==> src/rtl/ps2_key_tracker.sv <==
// PS/2 scan-code parser: follows E0/F0 prefixes and keeps held levels plus
// one-cycle press pulses for Enter, Left and Right; stale partial sequences time out.
module ps2_key_tracker #(
  parameter logic [7:0] ENTER_CODE     = 8'h5A,
  parameter logic [7:0] LEFT_CODE      = 8'h6B,
  parameter logic [7:0] RIGHT_CODE     = 8'h74,
  parameter int         TIMEOUT_CYCLES = 1_000_000
) (
  input  logic       CLOCK_50,
  input  logic       Reset,
  input  logic [7:0] received_data,
  input  logic       received_data_en,
  output logic       EnterHeld,
  output logic       LeftHeld,
  output logic       RightHeld,
  output logic       EnterPress,
  output logic       LeftPress,
  output logic       RightPress,
  output logic       seq_error
);

  localparam logic [7:0] EXT_PREFIX = 8'hE0;
  localparam logic [7:0] BRK_PREFIX = 8'hF0;
  localparam logic [7:0] SELF_TEST  = 8'hAA;
  localparam int CNT_W = (TIMEOUT_CYCLES > 1) ? $clog2(TIMEOUT_CYCLES) : 1;

  typedef enum logic [1:0] {IDLE, EXT, BRK, EXT_BRK} state_t;

  state_t           state_reg, state_next;
  logic [CNT_W-1:0] cnt_reg, cnt_next;
  // Key vectors: bit 0 Enter, bit 1 Left, bit 2 Right.
  logic [2:0]       held_reg, held_next;
  logic [2:0]       press_reg, press_next;
  logic             err_reg, err_next;

  logic       strobe;
  logic       is_prefix;
  logic       timeout;
  logic [2:0] make_vec;
  logic [2:0] brk_vec;
  logic       clear_all;

  assign strobe    = received_data_en;
  assign is_prefix = (received_data == EXT_PREFIX) || (received_data == BRK_PREFIX);
  // A byte arriving on the expiry cycle takes precedence over the timeout.
  assign timeout   = (state_reg != IDLE) && !strobe &&
                     (cnt_reg == CNT_W'(TIMEOUT_CYCLES - 1));

  always_ff @(posedge CLOCK_50 or negedge Reset) begin
    if (!Reset) begin
      state_reg <= IDLE;
      cnt_reg   <= '0;
      held_reg  <= '0;
      press_reg <= '0;
      err_reg   <= 1'b0;
    end else begin
      state_reg <= state_next;
      cnt_reg   <= cnt_next;
      held_reg  <= held_next;
      press_reg <= press_next;
      err_reg   <= err_next;
    end
  end

  always_comb begin
    state_next = state_reg;
    if (strobe) begin
      unique case (state_reg)
        IDLE: begin
          if (received_data == EXT_PREFIX)      state_next = EXT;
          else if (received_data == BRK_PREFIX) state_next = BRK;
        end
        EXT: begin
          if (received_data == BRK_PREFIX)      state_next = EXT_BRK;
          else if (received_data == EXT_PREFIX) state_next = EXT;
          else                                  state_next = IDLE;
        end
        BRK:     state_next = IDLE;
        EXT_BRK: state_next = IDLE;
        default: state_next = IDLE;
      endcase
    end else if (timeout) begin
      state_next = IDLE;
    end
  end

  always_comb begin
    cnt_next = cnt_reg + 1'b1;
    if (strobe || (state_reg == IDLE) || timeout) cnt_next = '0;
  end

  always_comb begin
    make_vec   = '0;
    brk_vec    = '0;
    clear_all  = 1'b0;
    err_next   = timeout;
    if (strobe) begin
      unique case (state_reg)
        IDLE: begin
          make_vec[0] = (received_data == ENTER_CODE);
          clear_all   = (received_data == SELF_TEST);
        end
        EXT: begin
          make_vec[1] = (received_data == LEFT_CODE);
          make_vec[2] = (received_data == RIGHT_CODE);
        end
        BRK: begin
          brk_vec[0] = (received_data == ENTER_CODE);
          err_next   = is_prefix;
        end
        EXT_BRK: begin
          brk_vec[1] = (received_data == LEFT_CODE);
          brk_vec[2] = (received_data == RIGHT_CODE);
          err_next   = is_prefix;
        end
        default: err_next = 1'b0;
      endcase
    end
    // Typematic repeats re-assert make but only a 0->1 edge pulses.
    press_next = make_vec & ~held_reg;
    held_next  = clear_all ? 3'b000 : ((held_reg | make_vec) & ~brk_vec);
  end

  assign EnterHeld  = held_reg[0];
  assign LeftHeld   = held_reg[1];
  assign RightHeld  = held_reg[2];
  assign EnterPress = press_reg[0];
  assign LeftPress  = press_reg[1];
  assign RightPress = press_reg[2];
  assign seq_error  = err_reg;

endmodule
==> config.mk <==
export PLATFORM = sky130hd
export DESIGN_NAME = ps2_key_tracker
export DESIGN_NICKNAME = d
export VERILOG_FILES = /design/src/rtl/ps2_key_tracker.sv
export SDC_FILE = /design/constraint.sdc
export NUM_CORES = 1
export LEC_CHECK = 0
export ABC_AREA = 0
export CAP_MARGIN = 0
export CORE_MARGIN = 2
export CORE_UTILIZATION = 49
export DETAILED_ROUTE_END_ITERATION = 8
export PLACE_DENSITY = 0.85
export SLEW_MARGIN = 10
export SYNTH_ARGS = -nofsm -noshare
export SYNTH_HDL_FRONTEND = slang
export SYNTH_SLANG_ARGS = --single-unit
==> constraint.sdc <==
create_clock -name CLOCK_50 -period 1.9 [get_ports CLOCK_50]
set_input_delay 0.475 -clock CLOCK_50 [delete_from_list [all_inputs] [get_ports CLOCK_50]]
set_output_delay 0.475 -clock CLOCK_50 [all_outputs]
set_load 0.02 [all_outputs]
# Word level (Yosys, flattened, before mapping)
# Index checks and enable logic that the tools add are counted.
dict set report classes {
  n_addsub 1
  reduce_logical 11
  muxes 19
  n_eq_ne 11
  bitwise 5
}
# operator count
set op_table {}
lappend op_table {{8-bit by 7-bit == test with 1-bit output (second input constant)} 3}
lappend op_table {{8-bit == test (second input constant)} 3}
lappend op_table {{20-bit by 1-bit adder with 20-bit output (second input constant)} 1}
lappend op_table {{20-bit == test (second input constant)} 1}
lappend op_table {{20-bit 2-to-1 mux} 1}
lappend op_table {{2-bit 2-to-1 mux} 7}
lappend op_table {{3-bit 2-to-1 mux} 3}
lappend op_table {{1-bit 2-to-1 mux} 7}
lappend op_table {{3-bit bitwise AND} 2}
lappend op_table {{3-bit inverter} 2}
lappend op_table {{2-bit case mux with 3 select lines} 1}
lappend op_table {{2-bit == test (second input constant)} 2}
lappend op_table {{4-bit != test (second input constant)} 1}
lappend op_table {{2-bit nonzero test} 2}
lappend op_table {{1-bit logical OR} 3}
lappend op_table {{3-bit bitwise OR} 1}
lappend op_table {{2-bit by 1-bit == test with 1-bit output (second input constant)} 1}
lappend op_table {{1-bit logical AND} 2}
lappend op_table {{2-bit logical NOT} 1}
lappend op_table {{2-bit AND reduction} 1}
lappend op_table {{2-bit OR reduction} 1}
lappend op_table {{1-bit logical NOT} 1}
dict set report totals {
  reg_bits 29
  in_bits 11
  elab_cells 52
  out_inout_bits 7
}

# Logic depth before layout (Yosys ltp)
# Gate-level depths: netlist of run 1.
dict set report logic_depth {
  ltp_word 6
  mapped_depth 7
}

# Least setup slack after synthesis of run 1
# OpenSTA, ideal clock, no wires.
dict set report synth_path {
  kind {input port to flip-flop}
  from {input port received_data[3]}
  to {register held_reg[2]}
  setup_time_ps 77
  t_arrival_ps 1894
  n_path_buf 0
  stages 4
  setup_slack_ps -71
  cell_sequence {or4b_1 -> or4b_1 -> or3_1 -> a21oi_1}
}
dict set report synth_between {
  elab_chain_len 6
  elab_cells_between_ends 12
}
# item line
set synth_rtl {}
lappend synth_rtl {{from (decl)} 11} ;# input logic [7:0] received_data,
lappend synth_rtl {{8-bit by 7-bit == test with 1-bit output} {105, 113}}
lappend synth_rtl {{2-bit 2-to-1 mux} 98} ;# unique case (state_reg)
lappend synth_rtl {{3-bit 2-to-1 mux} 97} ;# if (strobe) begin
lappend synth_rtl {{3-bit bitwise OR / 3-bit inverter (equally long branches)} 121} ;# held_next = clear_all ? 3'b000 : ((held_reg | make_vec) & ~brk_vec);
lappend synth_rtl {{3-bit bitwise AND} 121}
lappend synth_rtl {{3-bit 2-to-1 mux (*)} 121}
lappend synth_rtl {{named net held_next[2]} 32} ;# logic [2:0] held_reg, held_next;
lappend synth_rtl {{to (signal assigned)} 59} ;# held_reg <= held_next;
lappend synth_rtl {{to (decl)} 32}
# Mark *: on every way through the listed nets, which the timed path passes. The rest lies on a longest branch.
# A chain may end at the register's enable or synchronous reset.

# Worst setup path in the final report of run 1
dict set report layout_path {
  from {register held_reg[0]}
  to {output port EnterHeld}
}
# item line
set layout_lines {}
lappend layout_lines {{to (decl)} 13} ;# output logic EnterHeld,
# No word-level cell between the ends.

==> results of run 1 <==
==> what timing repair did <==
item	in CTS	in global routing
resized for setup	12	5
pin swaps	4	4
hold endpoints to repair	0	0
setup endpoints to repair	2	1
==> power groups by stage <==
stage | clock network [mW] | logic, mW | registers (mW)
after floorplan | 0 | 0.0148 | 0.635
after global placement | 0 | 0.0818 | 0.632
after detailed placement | 0 | 0.0862 | 0.633
after CTS | 0.382 | 0.0838 | 0.621
after global routing | 0.408 | 0.0911 | 0.621
final | 0.369 | 0.0827 | 0.621
==> metal layers <==
layer  vias to the layer above  wire, um
met2                        41      1690
met4                         0       141
met5                         -         0
li1                        656         -
met1                       666      1290
met3                        15       150
==> kinds of logic (layout without fill, tap and decap cells) <==
| kind of cell | count (synthesis) | after routing |
|---|---|---|
| compound gates | 20 | 20 |
| buf+inv | 7 | 49 |
| fa+ha+maj | 1 | 1 |
| flops | 29 | 29 |
| simple gates | 84 | 84 |
| mux | 2 | 2 |
| xor+xnor | 12 | 12 |
==> placed cells by master (no fill, tap or decap), types with 5 or more instances in the layout <==
cell,count
a21oi_1,6
buf_4,21
clkbuf_4,5
clkdlybuf4s50_1,13
dfrtp_1,29
nand2_1,10
nand3_1,11
nand4_1,9
nor2_1,17
xor2_1,9
==> through the flow <==
step	power (mW)	TNS [ns]	utilization	hold WS, ns	instance area, sq um
after floorplan	0.650	-0.0713	-	0.179	1500
after global placement	0.714	-1.46	0.628	0.446	1870
after detailed placement	0.719	-1.93	0.628	0.465	1870
after CTS	1.09	0	0.644	0.476	1920
after global routing	1.12	0	0.645	0.503	1920
final	1.07	0	0.645	0.471	1920
==> cell type report <==
type                       instances  area [sq um]
fill                             227          1060
tap                               33          41.3
timing repair buffer              39           333
sequential                        29           726
inverter                           3          11.3
multi-input combinational        119           756
clock buffer                       7          55.1
==> how the worst max path moves through the flow <==
stage	endpoint	slack, ns	from
after floorplan	held_reg[2]	-0.07	received_data[3]
after global placement	held_reg[2]	-0.51	received_data[3]
after detailed placement	held_reg[2]	-0.56	received_data[3]
after CTS	held_reg[2]	0.03	received_data[2]
after global routing	state_reg[1]	0.003	cnt_reg[16]
final	EnterHeld	0.05	held_reg[0]
==> out/results.tsv, run 1 <==
stage	metric	value	unit
clocking	clockBufferDepth	2	
routing	via_per_inst	5.99	
floorplan	core	2980	sq um
synth	synth_flop_cell	dfrtp_1	
synth	ys_top_cells_by_area	dfrtp_1 (48%), xor2_1 (5.3%), nor2_1 (4.3%)	
synth	yosysTopAreaCell	dfrtp_1	
worst_setup_path	path_cells	clkdlybuf4s50_1	
synth	synth.most_common_cell	dfrtp_1	
layout	drive_gt1_frac	0.183	
worst_setup_path	path_delay_family	buffers and inverters	
pwr	p_clk_frac	0.344	
placed_design	dp.cells	223	
synth	ys_ff_latch	29	
placed_design	place.port_buffers	17	
timing	fin_crit_sh	0.974	
pwr	p_sw_frac	0.220	
routing	vias	1378	
synth	synth-simple-area-share	0.322	
floorplan	start_util	0.503	
min_path	whs_endpoint	press_reg[2]	
worst_setup_path	cp.required	1.42	ns
timing	rsz0062_at_grt	false	
worst_setup_path	rr_worst_depth	4	
timing	fmax	0.540	GHz
min_path	hold_path_class	flip-flop to flip-flop	
floorplan	io_pins	18	
global_routing	grt_max_degree	30	
layout	layout.cells.non_filler	230	
worst_setup_path	crit_arrival	1.38	ns
layout	layout.nets	209	
pwr	p_int	0.836	mW
synth	synth_top_family_by_area	simple AND/OR/NAND/NOR gates	
job	maxCapViolCount	0	
synth	synth_cells	155	
global_routing	grt_pass1_wl	5.75	mm
worst_setup_path	cp_max_fo	3	
timing	worst_pin_slew	0.558	ns
worst_setup_path	worst-setup-path-type	flip-flop to output pin	
floorplan	die_y	59.3	um
global_routing	grt_usage	0.219	
clocking	postCtsSetupBuffers	0	
worst_setup_path	critical-path-max-stage-delay	0.66	ns
timing	setup_slack	0.0496	ns
timing	max_slew_margin	0.623	
layout	num_antenna_cells	0	
clocking	cts_buffers	5	
routing	postRouteAntennaNets	0	
clocking	htreeDepth	2	
layout	largest_reg_flops	20	
synth	syn_area	1500	sq um
timing	hold_viol	0	
worst_setup_path	r2r-start	cnt_reg[9]	
synth	syn_avg_cell_area	9.66	sq um
pwr	combPwrFrac	0.077	
min_path	hold_start	held_reg[2]	
synth	postSynthNetCount	167	
pwr	p_leak	0.829	nW
global_routing	grt_pass1_vias	1327	
worst_setup_path	cp_num_buf_inv	1	
worst_setup_path	critPathCaptureType	output pin	
routing	avgRoutedWirePerCell	14.3	um
pwr	seqPwrFrac	0.579	
worst_setup_path	reg2reg_to	cnt_reg[17]	
synth	ys_top_cells_by_count	dfrtp_1 (29), nor2_1 (17), nand3_1 (11)	
synth	synth_adder_area_share	0.00835	
pwr	peakVddDrop	0.296	mV
pwr	power.net_switching	0.236	mW
worst_setup_path	startpoint_type	flip-flop	
global_routing	antenna_found_initial	0	
layout	syn2layout_area_growth	28.3	%
global_routing	grt_overflow	0	
synth	synth-xor-area-share	0.0702	
clocking	clk_latency	0.32	ns
clocking	hold_buffers	0	
synth	synth_top_area_share	0.485	
floorplan	num_rows	20	
worst_setup_path	timing.reg2reg.setup_slack	0.14	ns
worst_setup_path	path_depth	1	
placed_design	dp_worst_setup_slack	-0.557	ns
global_routing	grt_util_met3	0.0699	
clocking	clk_pin_slew	0.08	ns
synth	synthArstFlopShare	1.00	
pwr	power_density	558	nW/um^2
clocking	clock_tree.root_cell	clkbuf_4	
synth	seq_area_frac_synth	0.485	
placed_design	gp_congestion	0.874	
synth	synth_edf_count	0	
routing	wirelength	3.28	mm
global_routing	met1_usage	0.235	
timing	skew	0.00425	ns
timing	report.final.slew_viol_count	0	
routing	drc	0	
synth	yosysUniqueCellTypes	37	
synth	synthMuxAreaShare	0.0134	
worst_setup_path	cp_slowest_cell	clkdlybuf4s50_1	
global_routing	use_met2	0.369	
timing	finalCriticalPeriod	1.85	ns
placed_design	dpl.hpwl	2.49	mm
synth	synth_compound_area_frac	0.0819	
global_routing	busiest_layer	met2	
clocking	cts_sinks	29	
clocking	cts_tree	built	
min_path	hold_depth	1	
synth	ys_warn_count	0	
timing	setup_viol	0	
outcome	status	complete, no violations	
floorplan	die-area	3510	sq um
floorplan	die_x	59.3	um
routing	first_pass_iters	5	
routing	dr.first_iter.drc_count	55	
Note: power is estimated with default switching activity, not from simulation.
==> run 2: changes to the inputs <==
- PLACE_DENSITY: 0.85 -> 0.74
- SLEW_MARGIN: 10 -> unset
==> run 2 against run 1 <==
Sequential share of layout area is 0.44 points lower. Wire length is 0.34% higher. Largest cell class unchanged. Die area unchanged. Utilization is 0.76 points higher. Global-route usage is essentially flat. Critical path depth up 4. Register-to-register slack about the same. Worst hold slack got worse by 0.018 ns. Combinational power barely moved. Cell count grew 0.87%. Non-clock buffer count rose by 2. Sequential cell count is the same.
==> out/results.tsv, run 2 (synthesized netlist as in run 1, its figures left out) <==
stage	metric	value	unit	change
outcome	status	complete, no violations		
clocking	cts_sinks	29		unchanged
worst_setup_path	cp_slowest_cell	or4b_4		
layout	drive_gt1_frac	0.191		+0.00821
worst_setup_path	rr_worst_depth	4		unchanged
layout	final_util	0.653		+0.00756
layout	layout_common_cells	dfrtp_1 (29), buf_4 (23), nor2_1 (17), clkdlybuf4s50_1 (13), nand3_1 (11)		
worst_setup_path	cp_max_fo	2		-1
timing	finalCriticalPeriod	1.88	ns	+0.0271 ns
layout	num_antenna_cells	0		unchanged
floorplan	die-area	3510	sq um	unchanged
worst_setup_path	crit_start	received_data[2]		
worst_setup_path	crit_arrival	2.14	ns	+0.76 ns
routing	dr.first_iter.drc_count	31		-44%
timing	max_slew_margin	0.632		+0.00955
clocking	clock_tree.root_cell	clkbuf_4		
global_routing	antenna_found_initial	0		unchanged
routing	vias	1316		-4.5%
routing	postRouteAntennaNets	0		unchanged
routing	first_pass_iters	4		-1
pwr	power_density	559	nW/um^2	+0.13%
timing	worst_pin_slew	0.544	ns	-0.0141 ns
worst_setup_path	critical-path-max-stage-delay	0.50	ns	-0.16 ns
timing	hold_slack	0.453	ns	-0.0182 ns
floorplan	io_pins	18		unchanged
worst_setup_path	crit_end	held_reg[2]		
clocking	clockBufferDepth	2		unchanged
layout	mostFrequentLayoutCell	dfrtp_1		
worst_setup_path	critPathCaptureType	flip-flop		
placed_design	place_area	1880	sq um	+0.40%
global_routing	grt_usage	0.218		-0.000473
timing	fmax	0.533	GHz	-1.4%
worst_setup_path	crit_top_cell	or4b_4		
floorplan	core	2980	sq um	unchanged
timing	report.final.slew_viol_count	0		unchanged
global_routing	grt_max_degree	30		unchanged
layout	fin_area	1940	sq um	+1.2%
floorplan	die_x	59.3	um	unchanged
min_path	hold_depth	1		unchanged
pwr	p_leak	0.841	nW	+1.5%
floorplan	num_rows	20		unchanged
clocking	hold_buffers	0		unchanged
pwr	report.power.total	1.09	mW	+1.3%
job	maxCapViolCount	0		unchanged
layout	syn2layout_area_growth	29.8	%	
timing	setup_viol	0		unchanged
routing	wirelength	3.29	mm	+0.34%
placed_design	dpl.hpwl	2.44	mm	-1.9%
pwr	peakVddDrop	0.387	mV	+31%
timing	fin_crit_sh	0.988		+0.0142
placed_design	gp_congestion	0.851		-2.6%
clocking	cts_buffers	5		unchanged
layout	n_fill_cell	250		+10%
timing	hold_viol	0		unchanged
worst_setup_path	startpoint_type	input pin		
clocking	clk_latency	0.33	ns	about the same
routing	avgRoutedWirePerCell	14.2	um	-0.53%
placed_design	dp.cells	224		+0.45%
worst_setup_path	worst-setup-path-type	input pin to flip-flop		
timing	skew	0.0111	ns	+0.00683 ns
layout	layout.nets	211		+0.96%
global_routing	grt_pass1_wl	5.53	mm	-3.8%
worst_setup_path	reg2reg_to	cnt_reg[17]		
layout	regArea	726	sq um	unchanged
layout	largest_reg_flops	20		unchanged
min_path	hold_path_class	flip-flop to flip-flop		
floorplan	die_y	59.3	um	unchanged
timing	rsz0062_at_grt	true		
worst_setup_path	r2r-start	cnt_reg[9]		
clocking	htreeDepth	2		unchanged
floorplan	start_util	0.503		unchanged
clocking	cts_tree	built		
global_routing	grt_pass1_vias	1256		-5.4%
clocking	clk_pin_slew	0.09	ns	about the same
layout	layout.cells.non_filler	232		+0.87%
worst_setup_path	path_cells	dlygate4sd2_1 -> or4b_4 -> or4b_4 -> or3_4 -> a21oi_2		
min_path	hold_start	held_reg[2]		
worst_setup_path	timing.reg2reg.setup_slack	0.15	ns	about the same
routing	drc	0		unchanged
worst_setup_path	cp.required	2.16	ns	+0.74 ns
routing	via_per_inst	5.67		-5.3%
placed_design	place.port_buffers	17		unchanged
global_routing	grt_overflow	0		unchanged
layout	multi_input_area	759	sq um	+0.50%
==> run 2: cell count changes in the layout (fill, tap and decap cells not counted), sizes merged <==
cell and change:
buf +2, clkbuf -1, dlygate4sd2 +1
==> run 2: report_power, final <==
group / switching [mW] / leakage [nW] / internal [mW]
clock network: 0.209 / 0.0314 / 0.174
logic: 0.0381 / 0.405 / 0.0447
registers: 0.00197 / 0.405 / 0.619
total: 0.249 / 0.841 / 0.838
==> run 2: final cells by class <==
class / instances / area share
Clock buffer: 7 / 0.0283
Inverter: 3 / 0.00579
Multi-Input combinational cell: 119 / 0.391
Timing Repair Buffer: 41 / 0.181
Sequential cell: 29 / 0.373
Tap cell: 33 / 0.0212
==> run 2: timing repair <==
| action | 4_1_cts | 5_1_grt |
|---|---|---|
| endpoints found under the setup margin | 2 | 2 |
| buffers inserted | 0 | 1 |
| resized for setup | 14 | 2 |
| pin swaps | 4 | 2 |
==> run 2: critical path: cells and delay by family <==
family	cells	cell delay [ns]
and+or+nand+nor	3	1.33
buffers and inverters	1	0.21
AOI/OAI and AO/OA	1	0.11
==> run 2: per-layer routing <==
| metal | vias to the layer above | GRT usage | wire length (um) |
|---|---|---|---|
| li1 | 654 | - | - |
| met1 | 636 | 0.248 | 1410 |
| met2 | 22 | 0.370 | 1720 |
| met3 | 4 | 0.0655 | 100 |
| met4 | 0 | 0.107 | 57 |
| met5 | - | 0 | 0 |
==> run 2: worst min-delay path by stage <==
stage,slack [ns],end
6_report,0.45,press_reg[2]
5_1_grt,0.48,press_reg[2]
4_1_cts,0.46,press_reg[2]
3_5_place_dp,0.46,press_reg[2]
3_3_place_gp,0.44,press_reg[2]
2_1_floorplan,0.18,cnt_reg[0]
==> run 2: stage by stage <==
step,TNS [ns],worst slack (ns)
6_report,0,0.0225
5_1_grt,-0.00827,-0.00827
4_1_cts,0,0.0132
3_5_place_dp,-1.87,-0.593
3_3_place_gp,-1.55,-0.529
2_1_floorplan,-0.0713,-0.0713
==> run 3: changes to the inputs <==
- HOLD_SLACK_MARGIN: unset -> 0.06
==> results of run 3 <==
Final layout, timing and power as in run 2 (identical DEF).
